<file path="src/rtl/ps2_host_tx.sv">
// PS/2 host-to-device transmitter: inhibits the bus, issues a start bit, shifts
// out byte/parity/stop on device clock falling edges and checks the device ACK.
module ps2_host_tx #(
  parameter int unsigned INHIBIT_CYCLES = 240,
  parameter int unsigned TIMEOUT_CYCLES = 32000
) (
  input  logic       clk,
  input  logic       reset,
  input  logic [7:0] tx_data,
  input  logic       tx_valid,
  output logic       tx_ready,
  input  logic       ps2_clk_in,
  input  logic       ps2_data_in,
  output logic       ps2_clk_oe,
  output logic       ps2_data_oe,
  output logic       done,
  output logic       error
);

  localparam int unsigned CNT_MAX = (INHIBIT_CYCLES > TIMEOUT_CYCLES) ? INHIBIT_CYCLES : TIMEOUT_CYCLES;
  localparam int unsigned CW      = $clog2(CNT_MAX + 1);
  localparam logic [CW-1:0] INH_LAST = CW'(INHIBIT_CYCLES - 1);
  localparam logic [CW-1:0] TO_LAST  = CW'(TIMEOUT_CYCLES - 1);

  typedef enum logic [2:0] {IDLE, INHIBIT, START, SHIFT, ACK, WAIT_REL} state_t;

  state_t        state, state_n;
  logic [1:0]    clk_sync, data_sync;
  logic          clk_prev;
  logic          clk_s, data_s, fall, expired;
  logic [CW-1:0] cnt, cnt_n;
  logic [3:0]    bit_cnt, bit_cnt_n;
  logic [9:0]    frame, frame_n;
  logic          data_bit, data_bit_n;
  logic          done_n, error_n;

  assign clk_s   = clk_sync[1];
  assign data_s  = data_sync[1];
  assign fall    = ~clk_s & clk_prev;
  assign expired = ~fall && (cnt == TO_LAST);

  always_ff @(posedge clk) begin
    if (reset) begin
      clk_sync  <= '1;
      data_sync <= '1;
      clk_prev  <= 1'b1;
      state     <= IDLE;
      cnt       <= '0;
      bit_cnt   <= '0;
      frame     <= '0;
      data_bit  <= 1'b1;
      done      <= 1'b0;
      error     <= 1'b0;
    end else begin
      clk_sync  <= {clk_sync[0], ps2_clk_in};
      data_sync <= {data_sync[0], ps2_data_in};
      clk_prev  <= clk_s;
      state     <= state_n;
      cnt       <= cnt_n;
      bit_cnt   <= bit_cnt_n;
      frame     <= frame_n;
      data_bit  <= data_bit_n;
      done      <= done_n;
      error     <= error_n;
    end
  end

  always_comb begin
    state_n     = state;
    cnt_n       = cnt;
    bit_cnt_n   = bit_cnt;
    frame_n     = frame;
    data_bit_n  = data_bit;
    done_n      = 1'b0;
    error_n     = 1'b0;
    tx_ready    = 1'b0;
    ps2_clk_oe  = 1'b0;
    ps2_data_oe = 1'b0;

    unique case (state)
      IDLE: begin
        tx_ready = 1'b1;
        if (tx_valid) begin
          // frame shifts out LSB first: data[0..7], odd parity, stop
          frame_n = {1'b1, ~^tx_data, tx_data};
          cnt_n   = '0;
          state_n = INHIBIT;
        end
      end
      INHIBIT: begin
        ps2_clk_oe  = 1'b1;
        ps2_data_oe = (cnt == INH_LAST);
        if (cnt == INH_LAST) begin
          cnt_n   = '0;
          state_n = START;
        end else begin
          cnt_n = cnt + CW'(1);
        end
      end
      START: begin
        ps2_data_oe = 1'b1;
        cnt_n       = '0;
        bit_cnt_n   = '0;
        data_bit_n  = 1'b0;
        state_n     = SHIFT;
      end
      SHIFT: begin
        ps2_data_oe = ~data_bit;
        if (fall) begin
          data_bit_n = frame[0];
          frame_n    = {1'b1, frame[9:1]};
          bit_cnt_n  = bit_cnt + 4'd1;
          if (bit_cnt == 4'd9) state_n = ACK;
        end
      end
      ACK: begin
        if (fall) begin
          if (data_s) begin
            error_n = 1'b1;
            state_n = IDLE;
          end else begin
            state_n = WAIT_REL;
          end
        end
      end
      WAIT_REL: begin
        if (clk_s && data_s) begin
          done_n  = 1'b1;
          state_n = IDLE;
        end
      end
      default: state_n = IDLE;
    endcase

    // Shared watchdog: cnt holds cycles since the last device falling edge;
    // expiry overrides any done so the two pulses stay exclusive.
    if (state == SHIFT || state == ACK || state == WAIT_REL) begin
      cnt_n = fall ? CW'(1) : cnt + CW'(1);
      if (expired) begin
        done_n  = 1'b0;
        error_n = 1'b1;
        state_n = IDLE;
      end
    end
  end

endmodule

</file>
<file path="config.mk">
export PLATFORM = sky130hd
export DESIGN_NAME = ps2_host_tx
export DESIGN_NICKNAME = d
export VERILOG_FILES = /design/src/rtl/ps2_host_tx.sv
export SDC_FILE = /design/constraint.sdc
export NUM_CORES = 1
export LEC_CHECK = 0
export CORE_MARGIN = 8
export CORE_UTILIZATION = 45
export CTS_CLUSTER_DIAMETER = 50
export CTS_CLUSTER_SIZE = 16
export DETAILED_ROUTE_END_ITERATION = 12
export PLACE_DENSITY = 0.68
export SLEW_MARGIN = 25
export SYNTH_ARGS = -nofsm -noshare
export SYNTH_HDL_FRONTEND = slang
export SYNTH_SLANG_ARGS = --single-unit
</file>
<file path="constraint.sdc">
create_clock -name clk -period 1.66 [get_ports clk]
set_input_delay 0.166 -clock clk [delete_from_list [all_inputs] [get_ports clk]]
set_output_delay 0.166 -clock clk [all_outputs]
set_load 0.01 [all_outputs]
</file>
-- Yosys cells after proc, flatten, opt, wreduce, memory -nomap -nowiden
Cells that the tools add are included.
- $add $sub $neg: 2
- multipliers: 0
- divide/modulo/power cells: 0
- $lt $le $gt $ge: 0
- eq/ne operators: 11
- shifts and indexed selects: 0
- multiplexer cells: 34
- bitwise operators: 4
- reduce and logical (&&, ||, !) cells: 12
- operators with widths (cell ; count):
    $mux W15 ; 4
    $pmux W15 S3 ; 1
    $mux W3 ; 9
    $mux W10 ; 2
    $pmux W10 S2 ; 1
    $pmux W3 S6 ; 1
    $add A15 B1 Y15 const B ; 1
    $eq A15 B15 Y1 const B ; 1
    $eq A15 B8 Y1 const B ; 1
    $mux W1 ; 12
    $pmux W4 S2 ; 1
    $reduce_xnor A8 Y1 ; 1
    $eq A3 B2 Y1 const B ; 2
    $eq A3 B3 Y1 const B ; 2
    $add A4 B1 Y4 const B ; 1
    $eq A4 B4 Y1 const B ; 1
    $mux W4 ; 1
    $ne A2 B2 Y1 const B ; 2
    $reduce_and A2 Y1 ; 2
    $reduce_bool A2 Y1 ; 2
    $reduce_bool A4 Y1 ; 1
    $eq A3 B1 Y1 const B ; 1
    $logic_not A3 Y1 ; 1
    $ne A3 B3 Y1 const B ; 1
    7 further kinds ; 11
- bits in registers: 40
- latch bits: 0
- bits in writable memories: 0
- bits in read-only memories: 0
- input port bits: 13
- output and inout port bits: 5
- word-level logic and storage cells: 73
- memories: 0

-- Longest topological paths before layout
Gate-level depths: netlist (run 1).
- depth in word-level cells: 6
- mapped depth: 7
- depth with buffers taken out: 7

-- Worst setup path before layout (run 1)
Ideal clock, no wire load.
- path type: register -> register
- start: register cnt[0]
- end: register cnt[2]
- setup time: 75 ps
- arrival: 1646 ps
- required time: 1585 ps
- setup slack: -61 ps
- stages on the path, launching flop included: 7
- path buffers: 0
- clock period less this slack: 1721 ps
- cells stage by stage: dfxtp_1 -> ha_1 -> and4_1 -> and4_1 -> o21ai_1 -> nand2b_1 -> o22ai_1
- cells in the longest elaborated chain, start to end: 4
- elaborated cells between the ends (all ways): 6
- those cells by class: add/sub: 1; eq/ne: 1; mux: 4
- RTL lines (item ; RTL line ; text):
    start: declaration ; 31 ; logic [CW-1:0] cnt, cnt_n;
    start signal: assignment ; 59 ; cnt <= cnt_n;
    $add A15 B1 Y15 or $eq A15 B8 Y1 (tied branches) ; 97, 138, 93 ;
    $mux W15 ; 93 ; if (cnt == INH_LAST) begin
    $pmux W15 S3 ; 80 ; unique case (state)
    $mux W15 (*) ; 137 ; if (state == SHIFT || state == ACK || state == WAIT_REL) begin
Mark *: on every way between the ends. The rest lies on a longest branch, timed or not.
A chain may end at the register's enable or synchronous reset.

-- Worst setup path in the final report (run 1)
- start: register cnt[0]
- end: output ps2_data_oe
- cells in the longest elaborated chain, start to end: 2
- RTL lines (item ; RTL line ; text):
    $eq A15 B8 Y1 ; 92 ; ps2_data_oe = (cnt == INH_LAST);
    $pmux W1 S3 ; 80 ;
    end: declaration ; 15 ; output logic ps2_data_oe,
No other way between the ends.

==> flow_metrics.env, run 1 <==
export IMPL_synth_edff_count=0
export IMPL_setup_viol=18
export IMPL_grt_pass1_vias=1929
export IMPL_met3_usage=0.04329
export IMPL_critPathBufInv=1
export IMPL_outcome="finished with violations"
export IMPL_tightestPinTransition_ns=0.5119
export IMPL_fillerInstances=310
export IMPL_place_gp_congestion=0.8617
export IMPL_drive_gt1_frac=0.3795
export IMPL_use_met1=0.1888
export IMPL_cts_buffers=5
export IMPL_area_growth_pct=55.55
export IMPL_yosys_warnings=0
export IMPL_p_clk_frac=0.454
export IMPL_power_switching_w=0.0005308
export IMPL_die_y_um=82.41
export IMPL_ir_drop_mv=0.7186
export IMPL_finalWorstPathRequiredPeriod_ns=1.833
export IMPL_clkTransAtPathRegs_ns=0.07
export IMPL_grt_antenna_before_repair=0
export IMPL_cap_violations=0
export IMPL_grt_max_degree=18
export IMPL_grt_total_usage=0.1646
export IMPL_critPathTopFamily="simple AND/OR/NAND/NOR gates"
export IMPL_die_w_um=82.41
export IMPL_num_vias=2142
export IMPL_finalSetupTns_ns=-1.208
export IMPL_yosysSeqAreaShare=0.4035
export IMPL_num_antenna_cells=0
export IMPL_max_freq_mhz=545.6
export IMPL_met2_usage=0.2702
export IMPL_required_ns=1.49
export IMPL_fin_crit_sh=1.104
export IMPL_synth_nets=270
export IMPL_crit_arrival_ns=1.67
export IMPL_postLayoutCellArea_sq_mm=0.003087
export IMPL_holdCritPathClass="reg2reg"
export IMPL_p_sw_frac=0.2178
export IMPL_cp_max_fo=4
export IMPL_multiInputGateArea_sq_mm=0.001328
export IMPL_critPathMaxStageDelay_ns=0.33
export IMPL_syn_avg_cell_area_sq_um=7.813
export IMPL_drv_slew=0
export IMPL_io_pins=18
export IMPL_ys_types=43
export IMPL_ff_latch_area_sq_um=814.5
export IMPL_first_pass_iters=4
export IMPL_routed_wl_mm=5.994
export IMPL_coreArea_sq_mm=0.004294
export IMPL_pwr_share_comb=0.135
export IMPL_cts_root_buf="clkbuf_8"
export IMPL_cts_tree="built"
export IMPL_overflow=0
export IMPL_hold_viol_final=0
export IMPL_postCtsHoldBufs=0
export IMPL_clock_skew_ns=0.008012
export IMPL_antenna_left=0
export IMPL_critPathKind="reg2out"
export IMPL_port_buffers=17
export IMPL_grt_pass1_wl_mm=8.625
export IMPL_slew_headroom=0.6567
export IMPL_htreeDepth=2
export IMPL_internal_power_w=0.001906
export IMPL_crit_path_start_kind="register"
export IMPL_clock_latency_ns=0.30
export IMPL_place_area_sq_mm=0.002539
export IMPL_drtIter0Drc=166
export IMPL_top_usage_layer="met2"
export IMPL_rsz0062_at_grt="yes"
export IMPL_powerDensity_mw_per_mm2=789.5
export IMPL_seq_power_share=0.411
export IMPL_async_flop_share=0
export IMPL_fp_row_count=24
export IMPL_synth_seq_cells=40
export IMPL_initial_utilization=0.4621
export IMPL_crit_top_cell="and4_4"
export IMPL_finalNetCount=347
export IMPL_violations="negative setup slack"
export IMPL_synthCells=254
export IMPL_dp_hpwl_mm=3.535
export IMPL_hold_worst_slack_ns=0.4107
export IMPL_crit_path_cell_trace="ha_1 -> and4_4 -> and4_4 -> nand3b_1 -> a21oi_1 -> buf_2"
export IMPL_end_kind="primary output"
export IMPL_viasPerCell=5.578
export IMPL_die_area_sq_mm=0.006791
export IMPL_syn_area_sq_mm=0.001984
export IMPL_wl_per_cell_um=15.61
export IMPL_clock_path_buffers=2
export IMPL_synth_main_ff_cell="dfxtp_1"
export IMPL_total_leakage_power_nw=1.213
export IMPL_final_util=0.7188
export IMPL_cp_slowest_cell="dfxtp_2"
export IMPL_cts_num_sinks=40
export IMPL_fin_ws_ns=-0.1728
export IMPL_drc_errors=0
==> worst reg2reg max path: cells and delay by family (launching register included) <==
kind                   cells  cell delay (ns)
AOI/OAI and AO/OA          2             0.47
buffers and inverters      2             0.30
and+or+nand+nor            3             0.56
DFF                        1             0.34
==> cell usage in the layout, fill, tap and decap left out, drive strengths merged, types with 6 or more instances in the layout <==
master,Yosys,final
nor2,29,29
dfxtp,40,40
o21ai,6,6
inv,7,7
xnor2,7,7
nand3,11,11
clkdlybuf4s50,0,14
buf,3,65
nor3,8,8
a21oi,27,27
nand2,39,39
xor2,8,8
==> stage by stage <==
stage / power (W) / setup WS [ns] / std cells
2_1_floorplan: 0.001161 / 0.02124 / 254
3_3_place_gp: 0.001270 / -0.3114 / 360
3_5_place_dp: 0.001275 / -0.4002 / 360
4_1_cts: 0.002383 / -0.1541 / 372
5_1_grt: 0.002521 / -0.2486 / 384
6_report: 0.002437 / -0.1728 / 384
==> state kept, by name, summed over array words and instances, names as in the netlist, 2 cells and up <==
name	count
frame	10
state	3
bit_cnt	4
cnt	15
clk_sync	2
data_sync	2
==> path summary, 6_finish.rpt <==
path / from / end / slack [ns] / cells after the start
worst max-delay path: cnt[0] / ps2_data_oe / -0.17 / 6
worst min-delay path: clk_sync[0] / clk_sync[1] / 0.41 / 1
worst max register to register: cnt[8] / cnt[3] / -0.13 / 7
worst min register to register: clk_sync[0] / clk_sync[1] / 0.41 / 1
==> power by group through the flow <==
stage | Clock (W) | Combinational (W) | Sequential (W)
CTS | 0.00112 | 0.000264 | 0.00100
global route | 0.00116 | 0.000355 | 0.00100
detailed placement | 0 | 0.000253 | 0.00102
global placement | 0 | 0.000249 | 0.00102
finish | 0.00111 | 0.000329 | 0.00100
floorplan | 0 | 0.000141 | 0.00102
==> per-layer routing <==
metal,vias up,share of wire
met2,62,0.50
li1,1041,-
met3,20,0.043
met4,0,0.031
met5,-,0
met1,1019,0.42
==> final cells by class <==
| type | instances | area share |
|---|---|---|
| well taps | 52 | 0.02108 |
| multi-input cells | 196 | 0.4301 |
| clock inverters | 3 | 0.02919 |
| flip-flops and latches | 40 | 0.2639 |
| inverters | 7 | 0.008512 |
| repair buffers | 81 | 0.2250 |
| clock buffers | 5 | 0.02229 |
==> timing repair <==
item | CTS | global route
pin swaps | 10 | 25
cloned | 0 | 1
setup endpoints to repair | 20 | 30
buffers inserted | 5 | 12
gates resized for setup | 23 | 50
hold endpoints to repair | 0 | 0
==> cells in the mapped netlist (5+ instances only) <==
cell      number  area [sq um]
xor2_1         8         70.07
a21oi_1       27         135.1
nor3_1         8         40.04
xnor2_1        7         61.31
nand3_1       11         55.05
clkbuf_1       8         30.03
nor2_1        29         108.9
or2_2          5         31.28
nand2_1       39         146.4
dfxtp_1       40         800.8
inv_1          7         26.28
==> cells by family (layout without fill, tap and decap cells) <==
group,Yosys count,after routing,synth area share
AND/OR/NAND/NOR,122,122,0.3020
AO/OA/AOI/OAI,56,56,0.1734
flip-flops,40,40,0.4035
buffers and inverters,18,96,0.03594
XOR/XNOR,15,15,0.06621
adder cells (fa/ha/maj),3,3,0.01892
Note: power is estimated with default switching activity, not from simulation.
==> run 2, diff against run 1 <==
--- a/config.mk
+++ b/config.mk
@@ -7,7 +7,7 @@
 export LEC_CHECK = 0
 export CORE_MARGIN = 8
 export CORE_UTILIZATION = 45
-export CTS_CLUSTER_DIAMETER = 50
+export CTS_CLUSTER_DIAMETER = 60
 export CTS_CLUSTER_SIZE = 16
 export DETAILED_ROUTE_END_ITERATION = 12
 export PLACE_DENSITY = 0.68
==> results of run 2 <==
Same layout as run 1: the final DEF is identical, and so are final timing and power.
==> patch (flow settings as in run 2) <==
Make the reset (`reset`) asynchronous in one clocked block.
--- a/src/rtl/ps2_host_tx.sv
+++ b/src/rtl/ps2_host_tx.sv
@@ -39,7 +39,7 @@
   assign fall    = ~clk_s & clk_prev;
   assign expired = ~fall && (cnt == TO_LAST);
 
-  always_ff @(posedge clk) begin
+  always_ff @(posedge clk or posedge reset) begin
     if (reset) begin
       clk_sync  <= '1;
       data_sync <= '1;
Behaviour: differs if reset is asserted again (counterexample within 4 cycles, from zero or initial values and one cycle with reset high); with reset held inactive, the same outputs for 10 cycles.
==> patch against run 2 <==
- the run still ends with setup timing left
- fmax increased by 0.13%
- sequential cell count unchanged
- register-to-register slack got worse by 0.04 ns
- critical path depth decreased by 1
- synthesized area increased by 8.4%
- design area increased by 2.8%
- routed wire length decreased by 7.5%
- final cell count decreased by 7.8%
- synthesized cell count decreased by 12%
- core utilization decreased by 3.8 points
- global-route usage decreased by 1.8 points
- worst setup slack improved by 0.0024 ns
Power is not compared: it rests on default switching activity, and its combinational part moved more than twofold at a synthesized area within 25%.
==> patch: results (changes against run 2) <==
| Metric | Value |
|---|---|
| Met2 Track Usage GR | 23.79% (-3.2 points) |
| Routability congestion estimate | 0.8736 (+1.4%) |
| Synth Area in XOR/XNOR | 4.477% (-2.1 points) |
| Total CTS buffers | 5 (unchanged) |
| Design area | 3173 µm² (+2.8%) |
| Layout cell share with drive strength beyond 1 | 42.67% (+4.7 points) |
| Asr flop ratio synth | 100.0% (+100 points) |
| Placed Cells | 331 (-8.1%) |
| Seq_cells | 40 (unchanged) |
| Area taken by multi-input logic gates | 1296 µm² (-2.4%) |
| Syn Nets | 239 (-11%) |
| Avg Cell Area, Syn | 9.651 µm² (+24%) |
| Failing checks | setup timing |
| Seq area share | 31.82% (+5.4 points) |
| Clock Skew | 0.01269 ns (+0.004674 ns) |
| CTS root buf | clkbuf_8 |
| Vias in the first global route | 1954 (+1.3%) |
| Fill cell total of the finished layout | 363 (+17%) |
| Origin of the critical flop-to-flop path | cnt[4] |
| Sequential element share of the synthesized area | 46.86% (+6.5 points) |
| Adder-Cell Fraction of Synth Area | 1.744% (-0.15 points) |
| Non-clock buffer share | 20.70% (-1.8 points) |
| Met1 wire length | 2487 µm (-2.3%) |
| Fin Hold WS | 0.2182 ns (-0.1924 ns) |
| Total track usage | 14.65% (-1.8 points) |
| Max Fanout on Critical Path | 5 (+1) |
| Mux contribution to synthesized area | 5.116% (+5.1 points) |
| Utilization after layout | 68.08% (-3.8 points) |
| Final Setup Violations | 15 (-3) |
| Pin count of the biggest net entering global routing | 41 (+23) |
| Final #Nets | 315 (-9.2%) |
| Drt wl/cell | 15.66 µm (+0.29%) |
| Worst r2r dst | cnt[14] |
| Via-per-instance ratio | 5.684 (+1.9%) |
| Setup ws final | -0.1704 ns (+0.002409 ns) |
| Post-CTS Setup Bufs | 7 (+2) |
| Dpl cell area | 2760 µm² (+8.7%) |
| Metal3 WL | 214 µm (-17%) |
| ClkCell Share | 3.667% (-1.5 points) |
| Rel. slew slack | 78.15% (+12 points) |
| Post-DP HPWL | 3565 µm (+0.86%) |
| Crit-path slowest cell | or4_4 |
| Post-cts resize count | 21 (-8.7%) |
| WL met2 | 2777 µm (-7.5%) |
| M1 GR Usage | 18.01% (-0.87 points) |
| Met3 usage | 4.440% (+0.11 points) |
| First-pass GRT wire length | 8700 µm (+0.87%) |
| HP Class | in2async |
| Slowest stage delay, CP | 0.53 ns (+0.20 ns) |
| CP arrival | 2.07 ns (+0.40 ns) |
| Status | finished with violations |
| Library cells used by synthesis | 49 (+14%) |
| Fin cells | 354 (-7.8%) |
| DR iter-0 viols | 116 (-30%) |
| Synth Area in Compound Gates | 16.98% (-0.36 points) |
| Top post-synthesis cells by count | dfrtp_1, a21oi_1, nor2_1, nand2_1, o21ai_0 |
[patch: per-stage QoR]
| stage | TNS (ns) | setup slack (ns) |
|---|---|---|
| 2_1_floorplan | -1.265 | -0.2433 |
| 3_3_place_gp | -4.051 | -0.3912 |
| 3_5_place_dp | -3.996 | -0.3884 |
| 4_1_cts | -2.433 | -0.2290 |
| 5_1_grt | -2.564 | -0.2732 |
| 6_report | -1.201 | -0.1704 |
[patch: worst max path at each step]
stage / start / to / slack, ns / depth (start not counted)
final: cnt[4] / cnt[14] / -0.17 / 5
after detailed placement: tx_valid / cnt[14] / -0.39 / 5
after CTS: cnt[0] / ps2_data_oe / -0.23 / 6
after global placement: tx_valid / cnt[14] / -0.39 / 5
after global routing: cnt[0] / ps2_data_oe / -0.27 / 6
after floorplan: state[2] / cnt[14] / -0.24 / 6
[patch: cell families (layout without fill, tap and decap cells)]
group,count (synthesis),in the layout
fa+ha+maj,3,3
xor+xnor,11,11
simple gates,84,85
mux,11,11
compound gates,57,57
buf+inv,17,93
flops,40,40
